[config.mk]
export PLATFORM = sky130hd
export DESIGN_NAME = wash_fault_monitor
export DESIGN_NICKNAME = d
export VERILOG_FILES = /design/src/rtl/wash_fault_monitor.sv
export SDC_FILE = /design/constraint.sdc
export NUM_CORES = 1
export LEC_CHECK = 0
export BUFFER_PORTS_ARGS = -buffer_cell sky130_fd_sc_hd__buf_4
export CORE_MARGIN = 2
export CORE_UTILIZATION = 53
export CTS_BUF_LIST = sky130_fd_sc_hd__clkbuf_4
export CTS_CLUSTER_DIAMETER = 120
export DETAILED_ROUTE_END_ITERATION = 6
export MAX_ROUTING_LAYER = met4
export PLACE_DENSITY = 0.75
export SLEW_MARGIN = 20
export SYNTH_ARGS = -nofsm -noshare
export SYNTH_HDL_FRONTEND = slang
export SYNTH_SLANG_ARGS = --single-unit
[constraint.sdc]
create_clock -name clk -period 5.5 [get_ports clk]
set_clock_uncertainty 0.1 [all_clocks]
set_input_delay 1.1 -clock clk [delete_from_list [all_inputs] [get_ports clk]]
set_output_delay 1.1 -clock clk [all_outputs]
set_load 0.01 [all_outputs]
[src/rtl/wash_fault_monitor.sv]
// wash_fault_monitor
//
// Supervises the fill, drain and spin phases of the washing-machine controller.
// It runs beside the main wash FSM, which supplies the current phase and the raw
// sensor values. The monitor returns phase-complete flags, a spin-hold request
// and latched error LEDs.
//
// Ports:
//   clk, reset            - system clock and synchronous active-high reset
//   phase                 - 00 idle, 01 fill, 10 drain, 11 spin
//   pause                 - freezes state, counters and outputs while high
//   continue_signal       - releases spin_hold after a vibration event
//   clear_errors          - clears latched faults and returns to IDLE
//   target_level          - fill-complete threshold (unsigned)
//   empty_level           - drain-complete threshold (unsigned)
//   water_level_sensor    - current water level (unsigned)
//   vibration_sensor      - 1 = excessive drum vibration
//   fill_done, drain_done - level condition met in the current phase
//   spin_hold             - request to stop the drum motor
//   water_flow_error_led  - latched fill timeout
//   drainage_error_led    - latched drain timeout
//   vibration_error_led   - latched vibration retry overflow
//   fault                 - OR of the three error LEDs
module wash_fault_monitor #(
  parameter int SENSOR_W      = 10,
  parameter int CNT_W         = 8,
  parameter int FILL_TIMEOUT  = 20,
  parameter int DRAIN_TIMEOUT = 20,
  parameter int VIB_DEBOUNCE  = 3,
  parameter int VIB_RETRY_MAX = 2
) (
  input  logic                clk,
  input  logic                reset,
  input  logic [1:0]          phase,
  input  logic                pause,
  input  logic                continue_signal,
  input  logic                clear_errors,
  input  logic [SENSOR_W-1:0] target_level,
  input  logic [SENSOR_W-1:0] empty_level,
  input  logic [SENSOR_W-1:0] water_level_sensor,
  input  logic                vibration_sensor,
  output logic                fill_done,
  output logic                drain_done,
  output logic                spin_hold,
  output logic                water_flow_error_led,
  output logic                drainage_error_led,
  output logic                vibration_error_led,
  output logic                fault
);

  typedef enum logic [2:0] {
    S_IDLE,
    S_FILLING,
    S_FILL_OK,
    S_DRAINING,
    S_DRAIN_OK,
    S_SPIN_RUN,
    S_SPIN_HOLD,
    S_FAULT
  } state_t;

  localparam logic [1:0] PH_FILL  = 2'b01;
  localparam logic [1:0] PH_DRAIN = 2'b10;
  localparam logic [1:0] PH_SPIN  = 2'b11;

  // A timeout fires when the counter already holds TIMEOUT-1 and the level is
  // still not met, so the fault lands exactly TIMEOUT active cycles after entry.
  localparam logic [CNT_W-1:0] FILL_LAST  = CNT_W'(FILL_TIMEOUT - 1);
  localparam logic [CNT_W-1:0] DRAIN_LAST = CNT_W'(DRAIN_TIMEOUT - 1);
  localparam logic [CNT_W-1:0] VIB_LIMIT  = CNT_W'(VIB_DEBOUNCE);
  localparam logic [CNT_W-1:0] RETRY_MAX  = CNT_W'(VIB_RETRY_MAX);

  state_t            state_q, state_d;
  logic [1:0]        phase_q, phase_d;
  logic [CNT_W-1:0]  cnt_q, cnt_d;
  logic [CNT_W-1:0]  vib_cnt_q, vib_cnt_d;
  logic [CNT_W-1:0]  retry_q, retry_d;
  logic              wf_err_q, wf_err_d;
  logic              dr_err_q, dr_err_d;
  logic              vib_err_q, vib_err_d;
  logic              fill_done_q, fill_done_d;
  logic              drain_done_q, drain_done_d;
  logic              spin_hold_q, spin_hold_d;
  logic              fault_q, fault_d;

  logic [CNT_W-1:0]  vib_next;
  logic [CNT_W-1:0]  retry_next;

  // Counters stick at all-ones instead of wrapping back to zero.
  function automatic logic [CNT_W-1:0] sat_inc(input logic [CNT_W-1:0] v);
    return (v == {CNT_W{1'b1}}) ? v : v + 1'b1;
  endfunction

  // Next-state logic. clear_errors beats pause, and pause beats everything
  // else. A phase change out of any working state goes through IDLE for one
  // cycle so that every new phase starts with fresh counters.
  always_comb begin
    state_d    = state_q;
    phase_d    = phase_q;
    cnt_d      = cnt_q;
    vib_cnt_d  = vib_cnt_q;
    retry_d    = retry_q;
    wf_err_d   = wf_err_q;
    dr_err_d   = dr_err_q;
    vib_err_d  = vib_err_q;
    vib_next   = sat_inc(vib_cnt_q);
    retry_next = sat_inc(retry_q);

    if (clear_errors) begin
      state_d   = S_IDLE;
      cnt_d     = '0;
      vib_cnt_d = '0;
      retry_d   = '0;
      wf_err_d  = 1'b0;
      dr_err_d  = 1'b0;
      vib_err_d = 1'b0;
    end else if (!pause) begin
      if (state_q == S_IDLE) begin
        cnt_d     = '0;
        vib_cnt_d = '0;
        retry_d   = '0;
        phase_d   = phase;
        case (phase)
          PH_FILL:  state_d = S_FILLING;
          PH_DRAIN: state_d = S_DRAINING;
          PH_SPIN:  state_d = S_SPIN_RUN;
          default:  state_d = S_IDLE;
        endcase
      end else if (state_q != S_FAULT) begin
        if (phase != phase_q) begin
          state_d   = S_IDLE;
          cnt_d     = '0;
          vib_cnt_d = '0;
          retry_d   = '0;
        end else begin
          case (state_q)
            S_FILLING: begin
              if (water_level_sensor >= target_level) begin
                state_d = S_FILL_OK;
              end else if (cnt_q == FILL_LAST) begin
                state_d  = S_FAULT;
                wf_err_d = 1'b1;
              end else begin
                cnt_d = sat_inc(cnt_q);
              end
            end
            S_DRAINING: begin
              if (water_level_sensor <= empty_level) begin
                state_d = S_DRAIN_OK;
              end else if (cnt_q == DRAIN_LAST) begin
                state_d  = S_FAULT;
                dr_err_d = 1'b1;
              end else begin
                cnt_d = sat_inc(cnt_q);
              end
            end
            // A vibration event needs VIB_DEBOUNCE consecutive high samples.
            // Each event uses up one retry. Once the retries are exhausted,
            // the event becomes a hard fault instead of a hold.
            S_SPIN_RUN: begin
              if (vibration_sensor) begin
                vib_cnt_d = vib_next;
                if (vib_next >= VIB_LIMIT) begin
                  retry_d = retry_next;
                  if (retry_next > RETRY_MAX) begin
                    state_d   = S_FAULT;
                    vib_err_d = 1'b1;
                  end else begin
                    state_d = S_SPIN_HOLD;
                  end
                end
              end else begin
                vib_cnt_d = '0;
              end
            end
            S_SPIN_HOLD: begin
              if (continue_signal) begin
                state_d   = S_SPIN_RUN;
                vib_cnt_d = '0;
              end
            end
            default: state_d = state_q;
          endcase
        end
      end
    end

    fill_done_d  = (state_d == S_FILL_OK);
    drain_done_d = (state_d == S_DRAIN_OK);
    spin_hold_d  = (state_d == S_SPIN_HOLD);
    fault_d      = wf_err_d | dr_err_d | vib_err_d;
  end

  // State, counters, latches and registered outputs. Reset overrides pause.
  always_ff @(posedge clk) begin
    if (reset) begin
      state_q      <= S_IDLE;
      phase_q      <= 2'b00;
      cnt_q        <= '0;
      vib_cnt_q    <= '0;
      retry_q      <= '0;
      wf_err_q     <= 1'b0;
      dr_err_q     <= 1'b0;
      vib_err_q    <= 1'b0;
      fill_done_q  <= 1'b0;
      drain_done_q <= 1'b0;
      spin_hold_q  <= 1'b0;
      fault_q      <= 1'b0;
    end else begin
      state_q      <= state_d;
      phase_q      <= phase_d;
      cnt_q        <= cnt_d;
      vib_cnt_q    <= vib_cnt_d;
      retry_q      <= retry_d;
      wf_err_q     <= wf_err_d;
      dr_err_q     <= dr_err_d;
      vib_err_q    <= vib_err_d;
      fill_done_q  <= fill_done_d;
      drain_done_q <= drain_done_d;
      spin_hold_q  <= spin_hold_d;
      fault_q      <= fault_d;
    end
  end

  assign fill_done            = fill_done_q;
  assign drain_done           = drain_done_q;
  assign spin_hold            = spin_hold_q;
  assign water_flow_error_led = wf_err_q;
  assign drainage_error_led   = dr_err_q;
  assign vibration_error_led  = vib_err_q;
  assign fault                = fault_q;

endmodule

==> flow_summary.html <==
<table>
<tr><th>Metric</th><th>Value</th></tr>
<tr><th colspan="2">Run status</th></tr>
<tr><td>Run status</td><td>completed</td></tr>
<tr><th colspan="2">Floorplan</th></tr>
<tr><td>Height of the die</td><td>77.6 um</td></tr>
<tr><td>Die width</td><td>77.6 um</td></tr>
<tr><td>Core outline area</td><td>0.00517 mm^2</td></tr>
<tr><td>Num ports</td><td>45</td></tr>
<tr><td>Initial Util</td><td>0.554</td></tr>
<tr><td>DIE AREA</td><td>0.00602 mm^2</td></tr>
<tr><td>Cell row count</td><td>26</td></tr>
<tr><th colspan="2">Clocking</th></tr>
<tr><td>Post-cts gate resize count</td><td>0</td></tr>
<tr><td>Longest Clk Path Bufs</td><td>2</td></tr>
<tr><td>H-tree level count</td><td>2</td></tr>
<tr><td>Num CTS Buffers</td><td>5</td></tr>
<tr><td>Clock slew at the register clock pins of the worst setup and hold paths</td><td>110 ps</td></tr>
<tr><td>CTS tree</td><td>done</td></tr>
<tr><td>Total number of clock tree sinks</td><td>36</td></tr>
<tr><td>Post-CTS setup buffer count</td><td>0</td></tr>
<tr><td>Clk Tree Root Cell</td><td>clkbuf_4</td></tr>
<tr><td>Hold buffer count at cts</td><td>0</td></tr>
<tr><td>Clock latency of the later-clocked register in the worst-skew pair</td><td>350 ps</td></tr>
<tr><th colspan="2">GRT</th></tr>
<tr><td>GR Util All Layers</td><td>0.233</td></tr>
<tr><td>Pin count of the biggest net entering global routing</td><td>16</td></tr>
<tr><td>Number of global-route vias before repair</td><td>2474</td></tr>
<tr><td>Antenna violations before repair</td><td>0</td></tr>
<tr><td>Wire length of the first global-routing pass</td><td>11.1 mm</td></tr>
<tr><td>GR Overflow Total</td><td>0</td></tr>
<tr><th colspan="2">Synth</th></tr>
<tr><td>Register bit total from synthesis</td><td>36</td></tr>
<tr><td>Synthesized net count</td><td>432</td></tr>
<tr><td>Count of different cell masters after synthesis</td><td>58</td></tr>
<tr><td>Yosys warning count</td><td>0</td></tr>
<tr><td>Most used flip-flop cell after synthesis</td><td>dfxtp_1</td></tr>
<tr><td>Number of instances in the synthesized netlist</td><td>371</td></tr>
<tr><td>Seq/Total Area, Yosys</td><td>0.251</td></tr>
<tr><td>Synthesized area</td><td>0.00287 mm^2</td></tr>
<tr><td>Post-synthesis average cell area</td><td>7.73 um^2</td></tr>
<tr><td>Share of flip-flops with an asynchronous set or reset after synthesis</td><td>0</td></tr>
<tr><td>Count of flip-flops with a built-in enable after synthesis</td><td>0</td></tr>
<tr><th colspan="2">Final layout</th></tr>
<tr><td>Most used cells in the layout excluding fill and tap cells</td><td>44 x buf_4, 40 x nor2_1, 36 x dfxtp_1</td></tr>
<tr><td>Most common cell after layout, fill and taps aside</td><td>buf_4</td></tr>
<tr><td>Number of fill cells in the layout</td><td>461</td></tr>
<tr><td>Fraction of layout instances using a drive strength above 1</td><td>0.170</td></tr>
<tr><td>Area taken by multi-input logic gates</td><td>0.00192 mm^2</td></tr>
<tr><td>Register cell area after layout</td><td>721 um^2</td></tr>
<tr><td>Area growth from synthesis to final layout</td><td>12.9%</td></tr>
<tr><td>Final net count</td><td>467</td></tr>
<tr><td>Number of diodes added for antenna fixing</td><td>0</td></tr>
<tr><th colspan="2">Critical path</th></tr>
<tr><td>CP max stage cell</td><td>or3_1</td></tr>
<tr><td>Start-to-end type of the worst setup path</td><td>input port to register</td></tr>
<tr><td>Reg2Reg Capture Point</td><td>vib_cnt_q[1]$_SDFFE_PP0P_</td></tr>
<tr><td>R2R depth</td><td>7</td></tr>
<tr><td>Required @ worst endpoint</td><td>5650 ps</td></tr>
<tr><td>Type of element launching the critical path</td><td>input port</td></tr>
<tr><td>Destination of the critical timing path</td><td>cnt_q[5]$_SDFFE_PP0P_</td></tr>
<tr><td>Slowest cell delay on critical path</td><td>440 ps</td></tr>
<tr><td>Worst EP arrival</td><td>3200 ps</td></tr>
<tr><td>Beginning of the critical path</td><td>target_level[7]</td></tr>
<tr><td>Endpoint class of the critical path</td><td>register</td></tr>
<tr><td>Critical path peak fanout</td><td>8</td></tr>
<tr><td>Worst reg2reg setup slack</td><td>2650 ps</td></tr>
<tr><td>R2R Path Start</td><td>state_q[1]$_SDFF_PP0_</td></tr>
<tr><td>Cell-by-cell trace of the critical path</td><td>buf_4 -&gt; inv_1 -&gt; ha_1 -&gt; a2111o_1 -&gt; a211oi_1 -&gt; o211ai_1 -&gt; or3_1 -&gt; xor2_1 -&gt; nor2_1</td></tr>
<tr><th colspan="2">STA</th></tr>
<tr><td>Max Transition Viols Final</td><td>0</td></tr>
<tr><td>Clock period minus final worst setup slack</td><td>3050 ps</td></tr>
<tr><td>Setup TNS after final layout</td><td>0 ps</td></tr>
<tr><td>Worst-Margin Slew</td><td>810 ps</td></tr>
<tr><td>Worst rel slew slack</td><td>0.457</td></tr>
<tr><td>Final hold viol count</td><td>0</td></tr>
<tr><td>Fmax</td><td>327 MHz</td></tr>
<tr><td>Period Utilization, post-route</td><td>0.555</td></tr>
<tr><td>Post-route setup slack</td><td>2450 ps</td></tr>
<tr><td>Finish-stage setup viols</td><td>0</td></tr>
<tr><td>RSZ-0062 raised after global routing</td><td>false</td></tr>
<tr><th colspan="2">Routing</th></tr>
<tr><td>Total number of vias</td><td>2759</td></tr>
<tr><td>Routed Antenna Nets</td><td>0</td></tr>
<tr><td>Number of iterations in the first detailed-routing pass</td><td>5</td></tr>
<tr><td>DR iter-0 viols</td><td>240</td></tr>
<tr><td>Routed WL</td><td>6.58 mm</td></tr>
<tr><td>Average routed wire per standard cell</td><td>13.8 um</td></tr>
<tr><td>Remaining design rule violation count</td><td>0</td></tr>
<tr><td>Drt via density</td><td>5.78</td></tr>
<tr><th colspan="2">Job</th></tr>
<tr><td>Number of max-capacitance violations reported</td><td>0</td></tr>
<tr><th colspan="2">Worst hold path</th></tr>
<tr><td>Type of the tightest min-delay check</td><td>register to register</td></tr>
<tr><th colspan="2">Power and ir drop</th></tr>
<tr><td>Power density over cell area</td><td>173 mW/mm^2</td></tr>
<tr><td>Worst supply voltage drop on vdd</td><td>130 uV</td></tr>
<tr><td>P_leak</td><td>0.00128 uW</td></tr>
<tr><th colspan="2">Place</th></tr>
<tr><td>Dpl ws</td><td>2080 ps</td></tr>
<tr><td>HPWL reported at the end of detailed placement</td><td>5.00 mm</td></tr>
<tr><td>Port-buffer cells</td><td>44</td></tr>
<tr><td>Last weighted congestion value of the routability-driven placer</td><td>0.949</td></tr>
</table>
[worst max-delay path, delay by kind of cell]
family          cells  cell delay, ps
compound gates      3            1070
simple gates        2             490
fa+ha+maj           1             320
xor+xnor            1             130
buf+inv             2             110
[synthesized netlist by cell type (all sizes together), types with 2 or more instances]
master   n  area (um^2)
nor2    40          150
dfxtp   36          721
nand2   30          113
a21oi   26          130
inv     26         97.6
ha      23          288
nor3    21          110
nand3   17         85.1
a211oi  11         97.6
a31oi   11         75.1
o21ai   11         55.1
xnor2   10         87.6
buf      9         75.1
and3     8         56.3
nand4    8         50.1
clkbuf   6         43.8
o211ai   6         45.0
o21a     6         45.0
a21o     5         37.5
and2     5         32.5
nand2b   5         31.3
mux2i    4         40.0
nor2b    4         25.0
nor3b    4         30.0
nor4     4         25.0
xor2     4         35.0
nand3b   3         22.5
nor4b    3         41.3
o21bai   3         22.5
or2      3         18.8
a2111o   2         22.5
a221oi   2         17.5
[flip-flops by register name (all words and copies together) (netlist names)]
register              cells
cnt_q                     8
retry_q                   8
vib_cnt_q                 8
state_q                   3
phase_q                   2
drain_done                1
drainage_error_led        1
fault                     1
fill_done                 1
spin_hold                 1
vibration_error_led       1
water_flow_error_led      1
[layer usage]
| metal | vias up | global-route usage | wire length [um] |
|---|---|---|---|
| li1 | 1416 | - | - |
| met1 | 1257 | 0.319 | 3160 |
| met2 | 78 | 0.356 | 3020 |
| met3 | 8 | 0.0360 | 338 |
| met4 | 0 | 0.0714 | 66 |
| met5 | - | - | 0 |
[area by class of cell]
cell class              instances  area share
clock buffers                   6      0.0139
clock inverters                 2      0.0108
inverters                      26      0.0301
multi-input cells             293       0.594
flip-flops and latches         36       0.223
well taps                      70      0.0270
repair buffers                 44       0.102
[cell families (layout without fill, tap and decap cells)]
logic type | count (synthesis) | in the layout | share of synthesized area
multiplexers | 4 | 4 | 0.0140
adder cells (fa/ha/maj) | 23 | 23 | 0.100
XOR/XNOR | 14 | 14 | 0.0428
AO/OA/AOI/OAI | 91 | 91 | 0.219
AND/OR/NAND/NOR | 161 | 161 | 0.294
flip-flops | 36 | 36 | 0.251
buffers and inverters | 42 | 78 | 0.0785
[power breakdown]
group,switching (uW),total [uW],internal (uW)
Sequential,3.96,267,263
Clock,96.0,196,100
Combinational,52.1,99.0,46.9
[worst min-delay path by stage]
stage | end | cells past startpoint | from
after floorplan | retry_q[7]$_SDFFE_PP0P_ | 2 | retry_q[7]$_SDFFE_PP0P_
after detailed placement | vibration_error_led$_SDFF_PP0_ | 2 | vibration_error_led$_SDFF_PP0_
after global placement | water_flow_error_led$_SDFF_PP0_ | 2 | water_flow_error_led$_SDFF_PP0_
after CTS | vibration_error_led$_SDFF_PP0_ | 2 | vibration_error_led$_SDFF_PP0_
final | vibration_error_led$_SDFF_PP0_ | 2 | vibration_error_led$_SDFF_PP0_
after global routing | phase_q[1]$_SDFFE_PP0P_ | 2 | phase_q[1]$_SDFFE_PP0P_
[through the flow]
step | instances | instance area [um^2] | util | total power [uW] | hold WS, ps
4_1_cts | 477 | 3240 | 0.626 | 565 | 402
3_3_place_gp | 469 | 3160 | 0.611 | 368 | 371
6_report | 477 | 3240 | 0.626 | 562 | 395
5_1_grt | 477 | 3240 | 0.626 | 588 | 430
3_5_place_dp | 469 | 3160 | 0.611 | 370 | 375
2_1_floorplan | 371 | 2870 | - | 332 | 360
No activity file was read; power rests on OpenSTA's default activity.
